==> config.mk <==
export PLATFORM = sky130hd
export DESIGN_NAME = mux_arbitrado_flat
export DESIGN_NICKNAME = d
export VERILOG_FILES = /design/src/rtl/mux_arbitrado_if.sv /design/src/rtl/mux_arbitrado.sv /design/src/flat_wrapper.sv
export SDC_FILE = /design/constraint.sdc
export NUM_CORES = 1
export LEC_CHECK = 0
export ABC_AREA = 1
export BUFFER_PORTS_ARGS = -buffer_cell sky130_fd_sc_hd__buf_2
export CELL_PAD_IN_SITES_DETAIL_PLACEMENT = 2
export CELL_PAD_IN_SITES_GLOBAL_PLACEMENT = 2
export CORE_AREA = 2 2 109 111
export DETAILED_ROUTE_END_ITERATION = 7
export DIE_AREA = 0 0 111 113
export PLACE_DENSITY = 0.9
export REMOVE_ABC_BUFFERS = 1
export SYNTH_ARGS = -nofsm -noshare
export SYNTH_HDL_FRONTEND = slang
export SYNTH_SLANG_ARGS = --single-unit
export TNS_END_PERCENT = 5
==> constraint.sdc <==
create_clock -name clock -period 2.7 [get_ports clock]
set_input_delay 0.405 -clock clock [delete_from_list [all_inputs] [get_ports clock]]
set_output_delay 0.405 -clock clock [all_outputs]
set_load 0.02 [all_outputs]
==> src/rtl/mux_arbitrado_if.sv <==
// Bus between a producer of packed channel data and the arbitrated mux.
// The master drives the channels, mode and downstream ready. The slave
// returns the grants and the registered output word.
interface mux_arbitrado_if #(
  parameter int LARGURA     = 32,
  parameter int CANAIS      = 3,
  parameter int LARGURA_SEL = 2
);
  logic [CANAIS*LARGURA-1:0] entradas;
  logic [CANAIS-1:0]         validos;
  logic [CANAIS-1:0]         aceito;
  logic                      modo;
  logic [LARGURA_SEL-1:0]    seletor;
  logic [LARGURA-1:0]        saida;
  logic                      saida_valida;
  logic                      saida_pronta;
  logic [LARGURA_SEL-1:0]    canal_saida;
  logic                      erro_seletor;

  modport master (
    output entradas, validos, modo, seletor, saida_pronta,
    input  aceito, saida, saida_valida, canal_saida, erro_seletor
  );

  modport slave (
    input  entradas, validos, modo, seletor, saida_pronta,
    output aceito, saida, saida_valida, canal_saida, erro_seletor
  );
endinterface

==> src/rtl/mux_arbitrado.sv <==
// Arbitrated N:1 mux feeding a one-word output register.
// Mode 0 picks the channel named by seletor; mode 1 is round-robin
// starting after the last channel granted in mode 1. The output register
// reloads in the same cycle it is drained, so throughput is one word/cycle.
module mux_arbitrado #(
  parameter int LARGURA     = 32,
  parameter int CANAIS      = 3,
  parameter int LARGURA_SEL = 2
) (
  input  logic            clock,
  input  logic            reset,
  mux_arbitrado_if.slave  bus
);

  logic [LARGURA-1:0]     r_saida;
  logic                   r_saida_valida;
  logic [LARGURA_SEL-1:0] r_canal_saida;
  logic [LARGURA_SEL-1:0] r_ultimo;
  logic                   r_erro_seletor;

  int                     w_sel;
  logic                   w_sel_ok;
  logic                   w_livre;
  logic                   w_cand_vld;
  int                     w_cand;
  logic                   w_carga;
  logic [2*CANAIS-1:0]    w_validos_dup;
  logic [LARGURA-1:0]     w_dado;

  // Decode the fixed-mode selector and the register-free condition.
  always_comb begin
    w_sel    = int'(bus.seletor);
    w_sel_ok = (w_sel < CANAIS);
    w_livre  = !r_saida_valida || bus.saida_pronta;
  end

  // Pick the candidate channel; round-robin scans a doubled valid vector
  // over the window (ultimo, ultimo+CANAIS] so the wrap is a plain compare.
  always_comb begin
    w_cand_vld    = 1'b0;
    w_cand        = 0;
    w_validos_dup = {bus.validos, bus.validos};
    if (bus.modo) begin
      for (int j = 0; j < 2*CANAIS; j++) begin
        if (!w_cand_vld && (j > int'(r_ultimo)) &&
            (j <= int'(r_ultimo) + CANAIS) && w_validos_dup[j]) begin
          w_cand_vld = 1'b1;
          w_cand     = (j >= CANAIS) ? j - CANAIS : j;
        end
      end
    end else begin
      for (int i = 0; i < CANAIS; i++) begin
        if (w_sel_ok && (i == w_sel) && bus.validos[i]) begin
          w_cand_vld = 1'b1;
          w_cand     = i;
        end
      end
    end
  end

  // One-hot grant and data select for the chosen channel; no grant in reset.
  always_comb begin
    w_carga    = !reset && w_livre && w_cand_vld;
    bus.aceito = '0;
    w_dado     = '0;
    for (int i = 0; i < CANAIS; i++) begin
      if (w_cand == i) begin
        bus.aceito[i] = w_carga;
        w_dado        = bus.entradas[i*LARGURA +: LARGURA];
      end
    end
  end

  // Output register, round-robin pointer and selector error pulse.
  always_ff @(posedge clock) begin
    if (reset) begin
      r_saida        <= '0;
      r_saida_valida <= 1'b0;
      r_canal_saida  <= '0;
      r_erro_seletor <= 1'b0;
      r_ultimo       <= LARGURA_SEL'(CANAIS - 1);
    end else begin
      r_erro_seletor <= !bus.modo && !w_sel_ok;
      if (w_livre) begin
        if (w_cand_vld) begin
          r_saida        <= w_dado;
          r_canal_saida  <= LARGURA_SEL'(w_cand);
          r_saida_valida <= 1'b1;
          if (bus.modo) begin
            r_ultimo <= LARGURA_SEL'(w_cand);
          end
        end else begin
          r_saida_valida <= 1'b0;
        end
      end
    end
  end

  assign bus.saida        = r_saida;
  assign bus.saida_valida = r_saida_valida;
  assign bus.canal_saida  = r_canal_saida;
  assign bus.erro_seletor = r_erro_seletor;

endmodule
==> src/flat_wrapper.sv <==
// flat-port wrapper written by rule: the top's interface ports become plain ports
module mux_arbitrado_flat 
#(
  parameter int LARGURA     = 32,
  parameter int CANAIS      = 3,
  parameter int LARGURA_SEL = 2
)
  (clock, reset, bus_entradas, bus_validos, bus_modo, bus_seletor, bus_saida_pronta, bus_aceito, bus_saida, bus_saida_valida, bus_canal_saida, bus_erro_seletor);
  mux_arbitrado_if #(.LARGURA(LARGURA), .CANAIS(CANAIS), .LARGURA_SEL(LARGURA_SEL)) bus_i ();
  input  logic clock;
  input  logic reset;
  input wire logic [$bits(bus_i.entradas)-1:0] bus_entradas;
  input wire logic [$bits(bus_i.validos)-1:0] bus_validos;
  input wire logic [$bits(bus_i.modo)-1:0] bus_modo;
  input wire logic [$bits(bus_i.seletor)-1:0] bus_seletor;
  input wire logic [$bits(bus_i.saida_pronta)-1:0] bus_saida_pronta;
  output wire logic [$bits(bus_i.aceito)-1:0] bus_aceito;
  output wire logic [$bits(bus_i.saida)-1:0] bus_saida;
  output wire logic [$bits(bus_i.saida_valida)-1:0] bus_saida_valida;
  output wire logic [$bits(bus_i.canal_saida)-1:0] bus_canal_saida;
  output wire logic [$bits(bus_i.erro_seletor)-1:0] bus_erro_seletor;
  assign bus_i.entradas = bus_entradas;
  assign bus_i.validos = bus_validos;
  assign bus_i.modo = bus_modo;
  assign bus_i.seletor = bus_seletor;
  assign bus_i.saida_pronta = bus_saida_pronta;
  assign bus_aceito = bus_i.aceito;
  assign bus_saida = bus_i.saida;
  assign bus_saida_valida = bus_i.saida_valida;
  assign bus_canal_saida = bus_i.canal_saida;
  assign bus_erro_seletor = bus_i.erro_seletor;
  mux_arbitrado #(.LARGURA(LARGURA), .CANAIS(CANAIS), .LARGURA_SEL(LARGURA_SEL)) u_core (.clock(clock), .reset(reset), .bus(bus_i));
endmodule
# Word-level counts from Yosys, hierarchy flattened

Index checks and enable logic that the tools add are counted.

Register bits: 38
Word-level logic and storage cells: 81

Add/subtract/negate cells: 1
Magnitude comparators: 9
Equality and inequality tests: 4
Muxes and demuxes: 28
Reductions and logical operators: 34

Operator list:

| operator                                                                          | number |
|---|---|
| 32-bit two-way mux                                                                | 4 |
| 3-bit by 32-bit less-or-equal comparator with 1-bit output (first input constant) | 2 |
| 4-bit by 32-bit less-or-equal comparator with 1-bit output (first input constant) | 2 |
| 32-bit zero test                                                                  | 2 |
| 32-bit by 2-bit == test with 1-bit output (second input constant)                 | 1 |
| 32-bit by 3-bit == test with 1-bit output (second input constant)                 | 1 |
| 2-bit by 32-bit less-or-equal comparator with 1-bit output (first input constant) | 1 |
| 1-bit logical AND                                                                 | 21 |
| 1-bit two-way mux                                                                 | 19 |
| 2-bit two-way mux                                                                 | 5 |
| 1-bit zero test                                                                   | 8 |
| 2-bit == test (first input constant)                                              | 2 |
| 2-bit > comparator (first input constant)                                         | 2 |
| 2-bit by 2-bit adder with 3-bit output (second input constant)                    | 1 |
| 3-bit AND reduction                                                               | 1 |
| 1-bit by 2-bit > comparator with 1-bit output (first input constant)              | 1 |
| 2-bit < comparator (second input constant)                                        | 1 |
| 2-bit AND reduction                                                               | 1 |
| 1-bit logical OR                                                                  | 1 |

# Longest topological paths before layout

Depth in word-level cells: 32
Gate-level depth with buffers: 16

# Worst setup path before layout

OpenSTA, ideal clock, no wires.

Path kind: register to output
Start point: reg u_core.r_ultimo[0]
End point: out bus_aceito[0]
Arrival: 1.809 ns
Data required time: 2.295 ns
Slack: 0.486 ns
Cell stages (with the launch flop): 11
Buffers on the path: 1
Cell sequence: dfxtp_1 inv_1 ha_1 o21ai_1 nor2_1 nand4_1 nand2_2 nand2_2 buf_2 nand2_1 nor2_1

Word-level cells in the longest chain between the ends: 30
Elaborated cells on any way between the ends: 44
Those cells by class: add/sub: 1; order compare: 8; mux: 17; reduce/logical: 18

RTL lines:

| element                                                    | line                                     | text |
|---|---|---|
| start: declaration                                         | mux_arbitrado.sv:18                      | `logic [LARGURA_SEL-1:0] r_ultimo;` |
| start signal: assignment                                   | mux_arbitrado.sv:81                      | `r_ultimo <= LARGURA_SEL'(CANAIS - 1);` |
| start signal: assignment                                   | mux_arbitrado.sv:90                      | `r_ultimo <= LARGURA_SEL'(w_cand);` |
| 2-bit by 2-bit adder with 3-bit output                     | --                                       |  |
| 2-bit by 32-bit less-or-equal comparator with 1-bit output | mux_arbitrado.sv:46                      | `(j <= int'(r_ultimo) + CANAIS) && w_validos_dup[j]) begin` |
| 1-bit logical AND                                          | mux_arbitrado.sv:45                      | `if (!w_cand_vld && (j > int'(r_ultimo)) &&` |
| 1-bit logical AND                                          | mux_arbitrado.sv:46                      |  |
| 1-bit two-way mux                                          | mux_arbitrado.sv:45                      |  |
| 1-bit two-way mux                                          | mux_arbitrado.sv:43                      | `if (bus.modo) begin` |
| 1-bit zero test                                            | mux_arbitrado.sv:45                      |  |
| 1-bit logical AND (2 in series)                            | mux_arbitrado.sv:45                      |  |
| (+13 left out)                                             | --                                       |  |
| 1-bit two-way mux                                          | mux_arbitrado.sv:43                      |  |
| 1-bit zero test                                            | mux_arbitrado.sv:45                      |  |
| 1-bit logical AND                                          | mux_arbitrado.sv:45                      |  |
| 1-bit logical AND                                          | mux_arbitrado.sv:46                      |  |
| 2-bit two-way mux or 1-bit two-way mux (tied branches)     | mux_arbitrado.sv:45                      |  |
| 32-bit two-way mux or 1-bit two-way mux (tied branches)    | mux_arbitrado.sv:43                      |  |
| 32-bit zero test or 1-bit logical AND (tied branches)      | mux_arbitrado.sv:67, mux_arbitrado.sv:63 |  |
| 1-bit two-way mux (*)                                      | mux_arbitrado.sv:67                      | `if (w_cand == i) begin` |
| end: declaration                                           | flat_wrapper.sv:17                       | `output wire logic [$bits(bus_i.aceito)-1:0] bus_aceito;` |

Mark *: on every way between the ends. The rest lies on a longest branch, timed or not. The select of a mux whose other input is x is not followed.

# Worst setup path in the final report

Start point: reg u_core.r_ultimo[0]
End point: out bus_aceito[1]

Word-level cells in the longest chain between the ends: 30
Elaborated cells on any way between the ends: 44
Those cells by class: add/sub: 1; order compare: 8; eq/ne: 1; mux: 17; reduce/logical: 17

RTL lines:

| element                                                                        | line |
|---|---|
| 2-bit by 2-bit adder with 3-bit output                                         | -- |
| 2-bit by 32-bit less-or-equal comparator with 1-bit output                     | mux_arbitrado.sv:46 |
| 1-bit logical AND                                                              | mux_arbitrado.sv:45 |
| 1-bit logical AND                                                              | mux_arbitrado.sv:46 |
| 1-bit two-way mux                                                              | mux_arbitrado.sv:45 |
| 1-bit two-way mux                                                              | mux_arbitrado.sv:43 |
| 1-bit zero test                                                                | mux_arbitrado.sv:45 |
| 1-bit logical AND (2 in series)                                                | mux_arbitrado.sv:45 |
| (+13 left out)                                                                 | -- |
| 1-bit two-way mux                                                              | mux_arbitrado.sv:43 |
| 1-bit zero test                                                                | mux_arbitrado.sv:45 |
| 1-bit logical AND                                                              | mux_arbitrado.sv:45 |
| 1-bit logical AND                                                              | mux_arbitrado.sv:46 |
| 2-bit two-way mux or 1-bit two-way mux (tied branches)                         | mux_arbitrado.sv:45 |
| 32-bit two-way mux or 1-bit two-way mux (tied branches)                        | mux_arbitrado.sv:43 |
| 32-bit by 2-bit == test with 1-bit output or 1-bit logical AND (tied branches) | mux_arbitrado.sv:67, mux_arbitrado.sv:63 |
| 1-bit two-way mux (*)                                                          | mux_arbitrado.sv:67 |

Marks and branches as above.

==> results.yml <==
synth:
  synth_warnings: 0
  synth-async-reset-ratio_pct: 0
  yosysTopAreaCell: "dfxtp_1"
  ys_ff_latch: 38
  synthCells: 413
  ys.flop_type: "dfxtp_1"
  synthMuxAreaShare_pct: 0
  synth-xor-area-share_pct: 0
  yosysSeqAreaShare_pct: 28.6
  synth_compound_area_share_pct: 10.1
  ys_types: 26
  synth-simple-area-share_pct: 45.4
  synth_top_family_by_area: "simple AND/OR/NAND/NOR gates"
  avgSynthCellArea_um2: 6.45
  netlist.area_leader.share_pct: 28.6
  synth-edff-count: 0
  synth_fa_ha_area_share_pct: 2.35
  ys_top_cells_by_area: "dfxtp_1 (29%), nand2_1 (16%), nand3_1 (13%)"
  netlist_area_um2: 2660
floorplanning:
  dieArea_um2: 12500
  dieHeight_um: 113
  rows: 39
  die_x_um: 111
  coreArea_um2: 11300
  initial_core_util_pct: 23.6
  num_io_pins: 144
drt:
  firstDrtPassIters: 4
  drc: 0
  wl_per_cell_um: 16.4
  dr.first_iter.drc_count: 93
  ant_nets: 0
  drt-vias-per-instance: 4.69
  wl_um: 11300
  dr_total_vias: 3242
setup_path:
  crit_path_end_kind: "output pin"
  cp_max_fo: 10
  startpoint: "u_core.r_ultimo[0]$_SDFFE_PP0P_"
  worst_ep_arrival_time_ps: 2090
  crit_path_start_kind: "register"
  r2r-start: "u_core.r_ultimo[0]$_SDFFE_PP0P_"
  worstPathRequired_ps: 2300
  critPathKind: "register to output pin"
  crit_slowest_cell: "dfxtp_2"
  critPathMaxStageDelay_ps: 370
  path_cells: "inv_1 > ha_1 > inv_1 > nand2_1 > nor2_1 > nand3_1 > nand3_1 > nand2_1 > a21oi_2 > buf_4 > nor2_1 > buf_2"
placement:
  finalWeightedCongestion: 0.782
  dpl.hpwl_um: 8610
  portBuffers: 143
clock_network:
  htreeDepth: 2
  cts-buffers-inserted: 5
  clockRootBuffer: "clkbuf_16"
  cts_buffer_depth: 2
  path_clk_slew_ps: 60
  clock_sinks: 38
  insertion_delay_ps: 290
  cts_post_setup_buffers_inserted: 0
  cts_tree: "built"
  holdBufCountCts: 0
sta:
  drv_slew: 0
  period_needed_ps: 2500
  relSlewSlack_pct: 62.2
  max_freq_ghz: 0.400
  rsz0062_at_grt: "no"
  tightest_slew_ps: 566
  finClkSkew_ps: 6.13
  setup_viol: 0
  hold_viol: 0
  period_share_pct: 92.5
worst_hold_path:
  worstHoldPathType: "input pin to register"
  worstHoldStart: "bus_seletor[0]"
global_route:
  grt_pass1_vias: 3638
  grt_use_total_pct: 18.2
  grt_overflow: 0
  grt_first_pass_wirelength_um: 18400
  grt_max_degree: 29
  antenna_found_initial: 0
power_and_ir_drop:
  switching_share_pct: 34.3
  p_leak_uw: 0.00198
  clock_power_share_pct: 36.7
  pwr-share-comb_pct: 32.5
  p_per_area_nw_per_um2: 584
  seqPwrFrac_pct: 30.7
  total_power_uw: 2150
  p_switching_uw: 736
  irDropWorstVdd_uv: 204
  internal_power_uw: 1410
cells_and_area:
  final_cell_mix: "buf_2 (143), nand2_1 (112), nand3_1 (70), inv_1 (37), dfxtp_1 (36)"
  syn2layout_area_growth_pct: 38.0
  layout_commonest_cell: "buf_2"
  drive_gt1_share_pct: 38.2
  regArea_um2: 763
  fin_nets: 656
  fin_util_pct: 32.6
  multi_input_area_um2: 1540
  fillerInstances: 1385
run_status:
  status: "finished, final reports clean"
job:
  cap_violations: 0
==> flip-flops by register name (all words and copies together) (netlist names) <==
| register | flops |
|---|---|
| u_core.bus.saida | 32 |
| u_core.bus.canal_saida | 2 |
| u_core.r_ultimo | 2 |
| u_core.bus.erro_seletor | 1 |
| u_core.bus.saida_valida | 1 |
==> power by group through the flow <==
stage / clock network (uW) / logic, uW / registers (uW)
2_1_floorplan: 0 / 332 / 745
6_report: 789 / 699 / 660
3_5_place_dp: 0 / 708 / 672
4_1_cts: 811 / 711 / 660
3_3_place_gp: 0 / 667 / 669
5_1_grt: 837 / 784 / 667
==> repair_timing <==
action,in CTS,in global routing
setup endpoints to repair,0,3
gates resized for setup,0,3
endpoints found under the hold margin,0,0
==> cell families after synthesis <==
logic type | Yosys count
AO/OA/AOI/OAI | 42
adder cells (fa/ha/maj) | 5
AND/OR/NAND/NOR | 249
buffers and inverters | 79
flip-flops | 38
==> Yosys cell counts, types with 2 or more instances <==
master	number
nand3_1	70
buf_6	2
o21ai_0	4
o21ai_1	2
o21a_1	8
nor2_1	11
a21oi_1	18
nand2_1	112
ha_1	5
buf_4	6
nand2_2	16
a21oi_2	10
buf_2	10
dfxtp_1	38
inv_2	13
clkbuf_1	9
nand4_1	10
nand3b_1	25
inv_1	37
==> stage by stage <==
stage               hold WS, ps  setup TNS [ps]  worst slack, ps  instance area [um2]  std cells
detailed placement          458               0              344                 3470        682
CTS                         407               0             70.4                 3670        690
floorplan                   467            -122            -40.6                 2490        384
global placement            449               0              521                 3470        682
global route                434               0             12.2                 3670        690
finish                      412               0              202                 3670        691
==> routing by layer <==
metal	vias to the layer above	part of all wire (%)	track usage, %
met5	-	0	0
met4	0	1.6	4.58
met3	14	5.9	4.71
met2	94	53	34.9
met1	1540	40	20.0
li1	1594	-	-
==> critical path, delay by kind of cell, from the launching register on <==
| family | cells | cell delay [ps] |
|---|---|---|
| buffers and inverters | 4 | 550 |
| and+or+nand+nor | 6 | 500 |
| DFF | 1 | 370 |
| adders and majority gates | 1 | 210 |
| AOI/OAI and AO/OA | 1 | 180 |
==> cell type report <==
| cell class | instances | area share (%) |
|---|---|---|
| antenna | 1 | 0.0681 |
| sequential | 38 | 20.8 |
| multi-input combinational | 296 | 42.0 |
| inverter | 50 | 5.11 |
| timing repair buffer | 155 | 21.9 |
| clock inverter | 3 | 1.87 |
| clock buffer | 5 | 3.40 |
| tap | 143 | 4.87 |
==> worst paths after layout <==
path / cells after the start / slack [ps] / to
worst max register to register: 14 / 450 / u_core.bus.saida[31]$_SDFFE_PP0P_
worst min register to register: 2 / 460 / u_core.bus.saida[4]$_SDFFE_PP0P_
worst min-delay path: 3 / 410 / u_core.bus.erro_seletor$_SDFF_PP0_
worst max-delay path: 12 / 200 / bus_aceito[1]
No activity file was read; power rests on OpenSTA's default activity.
